File: src/rtl/namco06xx_io_ctrl.sv
// -----------------------------------------------------------------------------
// namco06xx_io_ctrl
//
// A Namco 06XX-style I/O controller that sits on the shared device bus
// (DEV_*). The bus is driven by the 3-CPU arbiter.
//
// What the block does:
//   - Decodes two registers. The data register is at BASE+0x000..0x0FF and
//     the control register is at BASE+0x100..0x1FF.
//   - Runs a periodic timer. Each timer tick raises NMI_REQ to CPU0.
//   - On each tick, runs one byte transfer (read or write) with the custom
//     I/O chip selected in ctrl[3:0].
//
// Control register layout:
//   ctrl[3:0]  one-hot chip select
//   ctrl[4]    1 = read from chip, 0 = write to chip
//   ctrl[7:5]  interval N; N == 0 halts the timer
//
// Ports:
//   MCLK       system clock (48 MHz); all logic on posedge
//   RESET_N    synchronous reset, active-low
//   CE         bus clock enable, one MCLK pulse per bus slot
//   DEV_AD     bus address
//   DEV_RD     bus read request
//   DEV_WR     bus write request
//   DEV_DI     bus write data
//   DEV_DV     read-data valid (combinational)
//   DEV_DO     read data (combinational; 0 when DEV_DV = 0)
//   NMI_REQ    level NMI request to CPU0
//   CHIP_SEL   one-hot chip select (registered)
//   CHIP_RD    chip read strobe (registered)
//   CHIP_WR    chip write strobe (registered)
//   CHIP_DI    data to the chip (registered)
//   CHIP_DO    data from the selected chip
// -----------------------------------------------------------------------------
module namco06xx_io_ctrl #(
    parameter logic [15:0] BASE_ADDR = 16'h7000,
    parameter int          TICK_DIV  = 4800
) (
    input  logic        MCLK,
    input  logic        RESET_N,
    input  logic        CE,
    input  logic [15:0] DEV_AD,
    input  logic        DEV_RD,
    input  logic        DEV_WR,
    input  logic [7:0]  DEV_DI,
    output logic        DEV_DV,
    output logic [7:0]  DEV_DO,
    output logic        NMI_REQ,
    output logic [3:0]  CHIP_SEL,
    output logic        CHIP_RD,
    output logic        CHIP_WR,
    output logic [7:0]  CHIP_DI,
    input  logic [7:0]  CHIP_DO
);

    // 7 * 65535 needs 19 bits. The product is kept at full width.
    localparam int            PW         = 19;
    localparam logic [PW-1:0] TICK_DIV_W = PW'(TICK_DIV);

    typedef enum logic [2:0] {
        ST_IDLE,
        ST_SETUP,
        ST_STRB1,
        ST_STRB2,
        ST_HOLD
    } state_t;

    state_t        state_reg;
    logic [7:0]    ctrl_reg;
    logic [7:0]    data_reg;
    logic [PW-1:0] timer_reg;
    logic          nmi_reg;
    logic [3:0]    sel_reg;
    logic          rd_reg;
    logic          wr_reg;
    logic [7:0]    di_reg;

    logic          hit;
    logic          ctrl_wr;
    logic          data_wr;
    logic          nmi_ack;
    logic          timer_run;
    logic          tick;
    logic          sel_any;
    logic [PW-1:0] period;

    // Address decode and bus strobes.
    assign hit     = (DEV_AD[15:9] == BASE_ADDR[15:9]);
    assign ctrl_wr = CE & hit & DEV_WR &  DEV_AD[8];
    assign data_wr = CE & hit & DEV_WR & ~DEV_AD[8];
    assign nmi_ack = CE & hit & ~DEV_AD[8] & (DEV_RD | DEV_WR);

    // Timer period and tick detection.
    assign period    = {16'b0, ctrl_reg[7:5]} * TICK_DIV_W;
    assign timer_run = (ctrl_reg[7:5] != 3'd0);
    // A control write on the same CE restarts the timer, so it masks the tick.
    assign tick      = CE & ~ctrl_wr & timer_run & (timer_reg == period - PW'(1));
    assign sel_any   = |ctrl_reg[3:0];

    // Zero-latency register read port.
    assign DEV_DV = hit & DEV_RD;
    assign DEV_DO = DEV_DV ? (DEV_AD[8] ? ctrl_reg : data_reg) : 8'h00;

    assign NMI_REQ  = nmi_reg;
    assign CHIP_SEL = sel_reg;
    assign CHIP_RD  = rd_reg;
    assign CHIP_WR  = wr_reg;
    assign CHIP_DI  = di_reg;

    always_ff @(posedge MCLK) begin
        if (!RESET_N) begin
            state_reg <= ST_IDLE;
            ctrl_reg  <= 8'h00;
            data_reg  <= 8'h00;
            timer_reg <= '0;
            nmi_reg   <= 1'b0;
            sel_reg   <= 4'h0;
            rd_reg    <= 1'b0;
            wr_reg    <= 1'b0;
            di_reg    <= 8'h00;
        end else begin
            // A chip read capture later in this block overrides this write.
            if (data_wr)
                data_reg <= DEV_DI;

            if (ctrl_wr) begin
                // A new control word aborts any transfer in flight.
                ctrl_reg  <= DEV_DI;
                timer_reg <= '0;
                nmi_reg   <= 1'b0;
                state_reg <= ST_IDLE;
                sel_reg   <= 4'h0;
                rd_reg    <= 1'b0;
                wr_reg    <= 1'b0;
            end else if (CE) begin
                if (timer_run)
                    timer_reg <= tick ? '0 : timer_reg + PW'(1);

                // If a tick and an ack land on the same CE, the tick wins.
                if (tick)
                    nmi_reg <= 1'b1;
                else if (nmi_ack)
                    nmi_reg <= 1'b0;

                case (state_reg)
                    ST_IDLE: begin
                        if (tick) begin
                            state_reg <= ST_SETUP;
                            sel_reg   <= ctrl_reg[3:0];
                            if (!ctrl_reg[4])
                                di_reg <= data_reg;
                        end
                    end
                    ST_SETUP: begin
                        // With no chip selected, the sequence still runs
                        // but no strobe is driven.
                        rd_reg    <=  ctrl_reg[4] & sel_any;
                        wr_reg    <= ~ctrl_reg[4] & sel_any;
                        state_reg <= ST_STRB1;
                    end
                    ST_STRB1: begin
                        state_reg <= ST_STRB2;
                    end
                    ST_STRB2: begin
                        rd_reg <= 1'b0;
                        wr_reg <= 1'b0;
                        if (ctrl_reg[4] && sel_any)
                            data_reg <= CHIP_DO;
                        state_reg <= ST_HOLD;
                    end
                    ST_HOLD: begin
                        sel_reg   <= 4'h0;
                        state_reg <= ST_IDLE;
                    end
                    default: state_reg <= ST_IDLE;
                endcase
            end
        end
    end

endmodule

File: config.mk
export PLATFORM = sky130hd
export DESIGN_NAME = namco06xx_io_ctrl
export DESIGN_NICKNAME = d
export VERILOG_FILES = /design/src/rtl/namco06xx_io_ctrl.sv
export SDC_FILE = /design/constraint.sdc
export NUM_CORES = 1
export LEC_CHECK = 0
export BUFFER_PORTS_ARGS = -buffer_cell sky130_fd_sc_hd__buf_4
export CELL_PAD_IN_SITES_DETAIL_PLACEMENT = 1
export CELL_PAD_IN_SITES_GLOBAL_PLACEMENT = 1
export CORE_AREA = 8 8 101 103
export CTS_BUF_LIST = sky130_fd_sc_hd__clkbuf_2
export DETAILED_ROUTE_END_ITERATION = 8
export DIE_AREA = 0 0 109 111
export HOLD_SLACK_MARGIN = 0.05
export MAX_ROUTING_LAYER = met4
export PLACE_DENSITY = 0.87
export SKIP_CTS_REPAIR_TIMING = 1
export SLEW_MARGIN = 0
export SYNTH_ARGS = -nofsm -noshare
export SYNTH_HDL_FRONTEND = slang
export SYNTH_SLANG_ARGS = --single-unit
File: constraint.sdc
create_clock -name MCLK -period 3.6 [get_ports MCLK]
set_clock_uncertainty 0.2 [all_clocks]
set_input_delay 0.18 -clock MCLK [delete_from_list [all_inputs] [get_ports MCLK]]
set_output_delay 0.18 -clock MCLK [all_outputs]
set_load 0.02 [all_outputs]
# ---- After elaboration in Yosys (flattened, before gate mapping)
# Index checks and enable logic that the tools add are counted.
dict set report word_totals {
  input_bits 37
  out_inout_bits 24
  reg_bits 53
  elab_cells 66
}
dict set report classes {
  multipliers 1
  addsub 2
  eq_ne 7
  mux 16
  n_bitwise 17
  reduce_logical 14
}
# cell count
set ops {}
lappend ops {{8-bit two-way mux} 7}
lappend ops {{19-bit by 1-bit adder with 19-bit output, second input constant} 1}
lappend ops {{19-bit equality test} 1}
lappend ops {{19-bit two-way mux} 1}
lappend ops {{16-bit by 1-bit subtractor with 17-bit output, second input constant} 1}
lappend ops {{1-bit AND} 12}
lappend ops {{3-bit one-hot mux with 4 select lines} 1}
lappend ops {{3-bit by 7-bit multiplier with 10-bit output, second input constant} 1}
lappend ops {{4-bit one-hot mux with 2 select lines} 1}
lappend ops {{2-bit AND reduction} 4}
lappend ops {{7-bit by 6-bit equality test with 1-bit output, second input constant} 1}
lappend ops {{3-bit by 2-bit equality test with 1-bit output, second input constant} 2}
lappend ops {{2-bit nonzero test} 3}
lappend ops {{5-bit AND reduction} 1}
lappend ops {{4-bit two-way mux} 1}
lappend ops {{1-bit NOT} 4}
lappend ops {{1-bit one-hot mux with 2 select lines} 2}
lappend ops {{4-bit OR reduction} 1}
lappend ops {{3-bit by 1-bit equality test with 1-bit output, second input constant} 1}
lappend ops {{3-bit equality test, second input constant} 1}
lappend ops {{3-bit zero test} 1}
lappend ops {{3-bit two-way mux} 1}
lappend ops {{3-bit AND reduction} 1}
lappend ops {{3-bit nonzero test} 1}
lappend ops {{other kinds (5)} 6}

# ---- Longest topological paths before layout
dict set report depth {
  depth_word 10
  mapped_depth 14
  depth_no_buf 11
}

# ---- Least setup slack after synthesis
# OpenSTA, ideal clock, no wires.
dict set report synth_path {
  path_type {register to register}
  startpoint {register ctrl_reg[6]}
  endpoint {register timer_reg[10]}
  arrival_ps 3333
  setup_time_ps 64
  required_ps 3336
  period_less_slack_ps 3597
  stages_incl_launch_ff 15
  path_buffers 3
  path_slack_ps 3
  cell_sequence {dfxtp_1 > ha_1 > ha_1 > fa_1 > nor3b_1 > nand2_1 > a211oi_2 > a31oi_1 > o221a_2 > and4b_1 > buf_6 > or2_1 > buf_6 > buf_8 > nor2_1}
}
dict set report synth_between {
  elab_chain_cells 5
  word_cells_on_any_way 8
  classes_between {add/sub (1); mul (1); eq/ne (1); mux (1); bitwise (2); reduce/logical (2)}
}
# item line
set synth_lines {}
lappend synth_lines {{start: declaration} 70} ;# logic [7:0] ctrl_reg;
lappend synth_lines {{start signal: assignment} 114} ;# ctrl_reg <= 8'h00;
lappend synth_lines {{start signal: assignment} 129} ;# ctrl_reg <= DEV_DI;
lappend synth_lines {{3-bit by 7-bit multiplier with 10-bit output} 95} ;# assign period = {16'b0, ctrl_reg[7:5]} * TICK_DIV_W;
lappend synth_lines {{16-bit by 1-bit subtractor with 17-bit output} 98} ;# assign tick = CE & ~ctrl_wr & timer_run & (timer_reg == period - PW'(1));
lappend synth_lines {{19-bit equality test} 98}
lappend synth_lines {{1-bit AND} 98}
lappend synth_lines {{19-bit two-way mux} 138} ;# timer_reg <= tick ? '0 : timer_reg + PW'(1);
lappend synth_lines {{end signal: assignment} 138}
lappend synth_lines {{end: declaration} 72} ;# logic [PW-1:0] timer_reg;
# Parallel ways exist; a longest one is shown, timed or not.
# A chain may end at the register's enable or synchronous reset.

# ---- Worst setup path in the final report
dict set report layout_path {
  startpoint {register ctrl_reg[7]}
  endpoint {register timer_reg[0]}
}
# The elaborated chain is that of the path after synthesis.

==> metrics.log <==
[metrics] antenna diode instance count: 0
[metrics] area leader, netlist: sky130_fd_sc_hd__dfxtp_1
[metrics] via count normalized by instance count: 5.55
[metrics] Netlist Area Pre-Place: 3170 µm²
[metrics] power share of the clock group: 0.285
[metrics] die area: 12100 µm²
[metrics] Sw Ratio: 0.270
[metrics] DRC errors left: 0
[metrics] Avg Cell Area, Syn: 8.44 µm²
[metrics] kind of cell adding the most delay to the critical path: compound AO/OA/AOI/OAI gates
[metrics] maximum buffer depth of the clock tree: 2
[metrics] number of antenna violations at the first check in global routing: 0
[metrics] Bufs and invs on worst path: 1
[metrics] Layout area overhead: 35.6%
[metrics] Final WS setup: -0.152 ns
[metrics] number of instances in the synthesized netlist: between 300 and 400
[metrics] peak supply drop: 0.131 mV
[metrics] cell type of the slowest stage on the worst timing path: sky130_fd_sc_hd__a2111oi_1
[metrics] nets in the synthesized netlist: 421
[metrics] clock slew at the register clock pins of the worst setup and hold paths: 0.30 ns
[metrics] Starting Density: 0.370
[metrics] Tmin final: 3.75 ns
[metrics] synthesis-stage register bit count: 53
[metrics] Most common cell on crit path: sky130_fd_sc_hd__ha_4
[metrics] startpoint types: flop
[metrics] cell-by-cell trace of the critical path: ha_4 > ha_4 > fa_2 > a21oi_2 > o2bb2ai_2 > a2111oi_1 > o311ai_1 > o221a_2 > and4b_2 > buf_12 > or3_1 > a21oi_1
[metrics] Pre-antenna DRT Iters: 4
[metrics] wire length of the first global-routing pass: roughly 15 mm
[metrics] GRT overflow: 0
[metrics] Power Dens Cells: 217 nW/µm²
[metrics] Crit. End Element: flop
[metrics] clock latency on the worst-skew pair: between 0.4 and 0.5 ns
[metrics] leading post-synthesis cells by cell area: sky130_fd_sc_hd__dfxtp_1 (34%), sky130_fd_sc_hd__mux2i_1 (9.5%), sky130_fd_sc_hd__nand2_1 (7.7%)
[metrics] maximum number of pins on one net before global-route repair: 35
[metrics] post-detailed-route wirelength per cell: 21.1 µm
[metrics] non-filler cells, final: 573
[metrics] Post-synth ARST share: 0
[metrics] fraction of final layout cells with drive strength greater than 1: 0.230
[metrics] pin slew with the least headroom to its limit: about 0.83 ns
[metrics] count of warnings emitted by yosys: 0
[metrics] FMAX: 267 MHz
[metrics] area of the core: roughly 8600 µm²
[metrics] delay of the slowest cell on the worst path: 0.55 ns
[metrics] GR Util All Layers: 0.153
[metrics] CTS tree: done
[metrics] logic gate share of total power: 0.083
[metrics] total number of vias: roughly 3.2k
[metrics] layout net count: a little over 500
[metrics] sequential fraction of design power: 0.632
[metrics] Final GP Congestion: 0.855
[metrics] total internal power: between 0.0006 and 0.0007 W
[metrics] crit path DAT: 3.97 ns
[metrics] total clock buffers created by CTS: 5
[metrics] quantity of I/O buffers inserted on ports: 52
[metrics] slew margin rel.: 0.443
[metrics] number of sinks driven by the clock tree: 53
[metrics] Pwr Total: approximately 0.00093 W
[metrics] path category of the worst min-delay check: in2reg
[metrics] number of different library cells in the post-synthesis netlist: 54
[metrics] switching component of the power: 0.000251 W
[metrics] unrepaired setup endpoints after global routing: true
[metrics] most used flip-flop cell after synthesis: sky130_fd_sc_hd__dfxtp_1
[metrics] placed wire-length estimate: 6.73 mm
[metrics] number of flip-flops under the largest register name: 19
[metrics] Fin. Hold Viols: 0
[metrics] routed wire length: approximately 12 mm
[metrics] top-level I/O count: roughly 60
[metrics] via count of the first global-routing pass: 3084
[metrics] CTS H-tree depth: 2
[metrics] vertical die dimension: 111 µm
[metrics] number of maximum-capacitance violations: 0
[metrics] Horiz. Die Dim: between 100 and 150 µm
[metrics] row count: 34
[metrics] data required time of the worst path: 3.82 ns
[metrics] run status: finished, violations left
[metrics] number of endpoints failing setup at the final stage: 30
[metrics] crit-path max FO: 6
[metrics] sequential fraction of the synthesis area: 0.335
[metrics] share of the synthesized area in the top cell type: 0.335
[metrics] Static Leak: 1.82 nW
[metrics] fillers: a little under 1k
[metrics] DP Cell Count: approximately 520
[metrics] buffer type at the clock tree root: sky130_fd_sc_hd__clkbuf_2
[metrics] ANT nets after route: 0
[metrics] count of flip-flops with a built-in enable after synthesis: 0
[metrics] Starting DRT DRC Count: about 80
[metrics] part of the cycle the worst path needs: 1.04
[metrics] kind of critical path: reg2reg
[metrics] number of max-slew violations in the final report: 0
[metrics] violated checks: setup timing
-- cell families after synthesis --
logic type	after synthesis	synth area share
xor+xnor	30	0.0940
mux	30	0.0948
buf+inv	33	0.0502
fa+ha+maj	9	0.0379
simple gates	167	0.258
compound gates	53	0.130
flops	53	0.335
-- metal layers --
layer	global-route usage	share of wire	up-vias
met5	-	0	-
met4	0.0402	0.028	0
met3	0.0285	0.032	22
met2	0.266	0.57	84
met1	0.173	0.37	1593
li1	-	-	1484
-- power by group through the flow --
stage	Sequential [W]	Combinational (W)	Clock, W
global route	0.000588	0.0000815	0.000289
global placement	0.000600	0.0000538	0
floorplan	0.000600	0.0000249	0
CTS	0.000590	0.0000550	0.000270
finish	0.000588	0.0000774	0.000265
detailed placement	0.000600	0.0000551	0
-- cell type report --
class,instances,area [µm²],area share
inverters,12,45.0,0.0105
well taps,108,135,0.0315
repair buffers,102,886,0.206
clock buffers,5,25.0,0.00583
flip-flops and latches,53,1070,0.250
multi-input cells,290,2110,0.491
clock inverters,3,21.3,0.00495
-- worst paths after layout --
kind / startpoint / end / slack (ns) / cells past startpoint
setup reg to reg: ctrl_reg[7] / timer_reg[0] / -0.15 / 12
hold reg to reg: CHIP_SEL[1] / CHIP_SEL[1] / 0.28 / 2
setup / recovery: ctrl_reg[7] / timer_reg[0] / -0.15 / 12
hold / removal: DEV_AD[8] / NMI_REQ / 0.11 / 5
-- worst register-to-register path, stage by stage (launching register included) --
cell and delay (ns):
sky130_fd_sc_hd__dfxtp_4 0.47, sky130_fd_sc_hd__ha_4 0.22, sky130_fd_sc_hd__ha_4 0.17, sky130_fd_sc_hd__fa_2 0.44
sky130_fd_sc_hd__a21oi_2 0.25, sky130_fd_sc_hd__o2bb2ai_2 0.16, sky130_fd_sc_hd__a2111oi_1 0.55, sky130_fd_sc_hd__o311ai_1 0.20
sky130_fd_sc_hd__o221a_2 0.16, sky130_fd_sc_hd__and4b_2 0.28, sky130_fd_sc_hd__buf_12 0.16, sky130_fd_sc_hd__or3_1 0.31
sky130_fd_sc_hd__a21oi_1 0.12
-- per-stage QoR --
stage,setup TNS (ns),setup slack [ns],util,hold WS [ns],instance area [µm²]
finish,-2.77,-0.152,0.502,0.112,4290
global route,-8.29,-0.329,0.502,0.141,4290
CTS,-4.18,-0.222,0.435,-0.319,3720
detailed placement,-2.61,-0.139,0.429,0.224,3670
global placement,-0.355,-0.0245,0.429,0.221,3670
floorplan,0,0.00311,-,0.127,3170
-- placed cells by master (no fill, tap or decap), types with 3 or more instances in the layout --
cell                            netlist  layout
sky130_fd_sc_hd__buf_4                0      64
sky130_fd_sc_hd__nand2_1             65      63
sky130_fd_sc_hd__dfxtp_1             53      50
sky130_fd_sc_hd__nor2_1              39      37
sky130_fd_sc_hd__dlygate4sd3_1        0      36
sky130_fd_sc_hd__mux2i_1             30      29
sky130_fd_sc_hd__xnor2_1             15      14
sky130_fd_sc_hd__inv_1               12      12
sky130_fd_sc_hd__xor2_1              12      12
sky130_fd_sc_hd__a21oi_1             10       9
sky130_fd_sc_hd__nand4_1              8       8
sky130_fd_sc_hd__a21boi_0             8       8
sky130_fd_sc_hd__o211a_1              8       8
sky130_fd_sc_hd__nand3_1              7       7
sky130_fd_sc_hd__nand2b_1             6       6
sky130_fd_sc_hd__and3_1               6       5
sky130_fd_sc_hd__or3_1                5       5
sky130_fd_sc_hd__nor2_2               3       5
sky130_fd_sc_hd__clkbuf_2             0       5
sky130_fd_sc_hd__nor4b_1              4       4
sky130_fd_sc_hd__o211ai_1             4       4
sky130_fd_sc_hd__nor3b_1              5       4
sky130_fd_sc_hd__o21ai_1              0       4
sky130_fd_sc_hd__ha_4                 0       4
sky130_fd_sc_hd__and2_1               3       3
sky130_fd_sc_hd__nor4_1               4       3
sky130_fd_sc_hd__ha_1                 8       3
sky130_fd_sc_hd__dfxtp_4              0       3
-- synth_stat cells, types with 8 or more instances --
library cell                n
sky130_fd_sc_hd__a21boi_0   8
sky130_fd_sc_hd__a21oi_1   10
sky130_fd_sc_hd__clkbuf_1  15
sky130_fd_sc_hd__dfxtp_1   53
sky130_fd_sc_hd__ha_1       8
sky130_fd_sc_hd__inv_1     12
sky130_fd_sc_hd__mux2i_1   30
sky130_fd_sc_hd__nand2_1   65
sky130_fd_sc_hd__nand4_1    8
sky130_fd_sc_hd__nor2_1    39
sky130_fd_sc_hd__o211a_1    8
sky130_fd_sc_hd__xnor2_1   15
sky130_fd_sc_hd__xor2_1    12
Power figures use the tool's default switching activity.
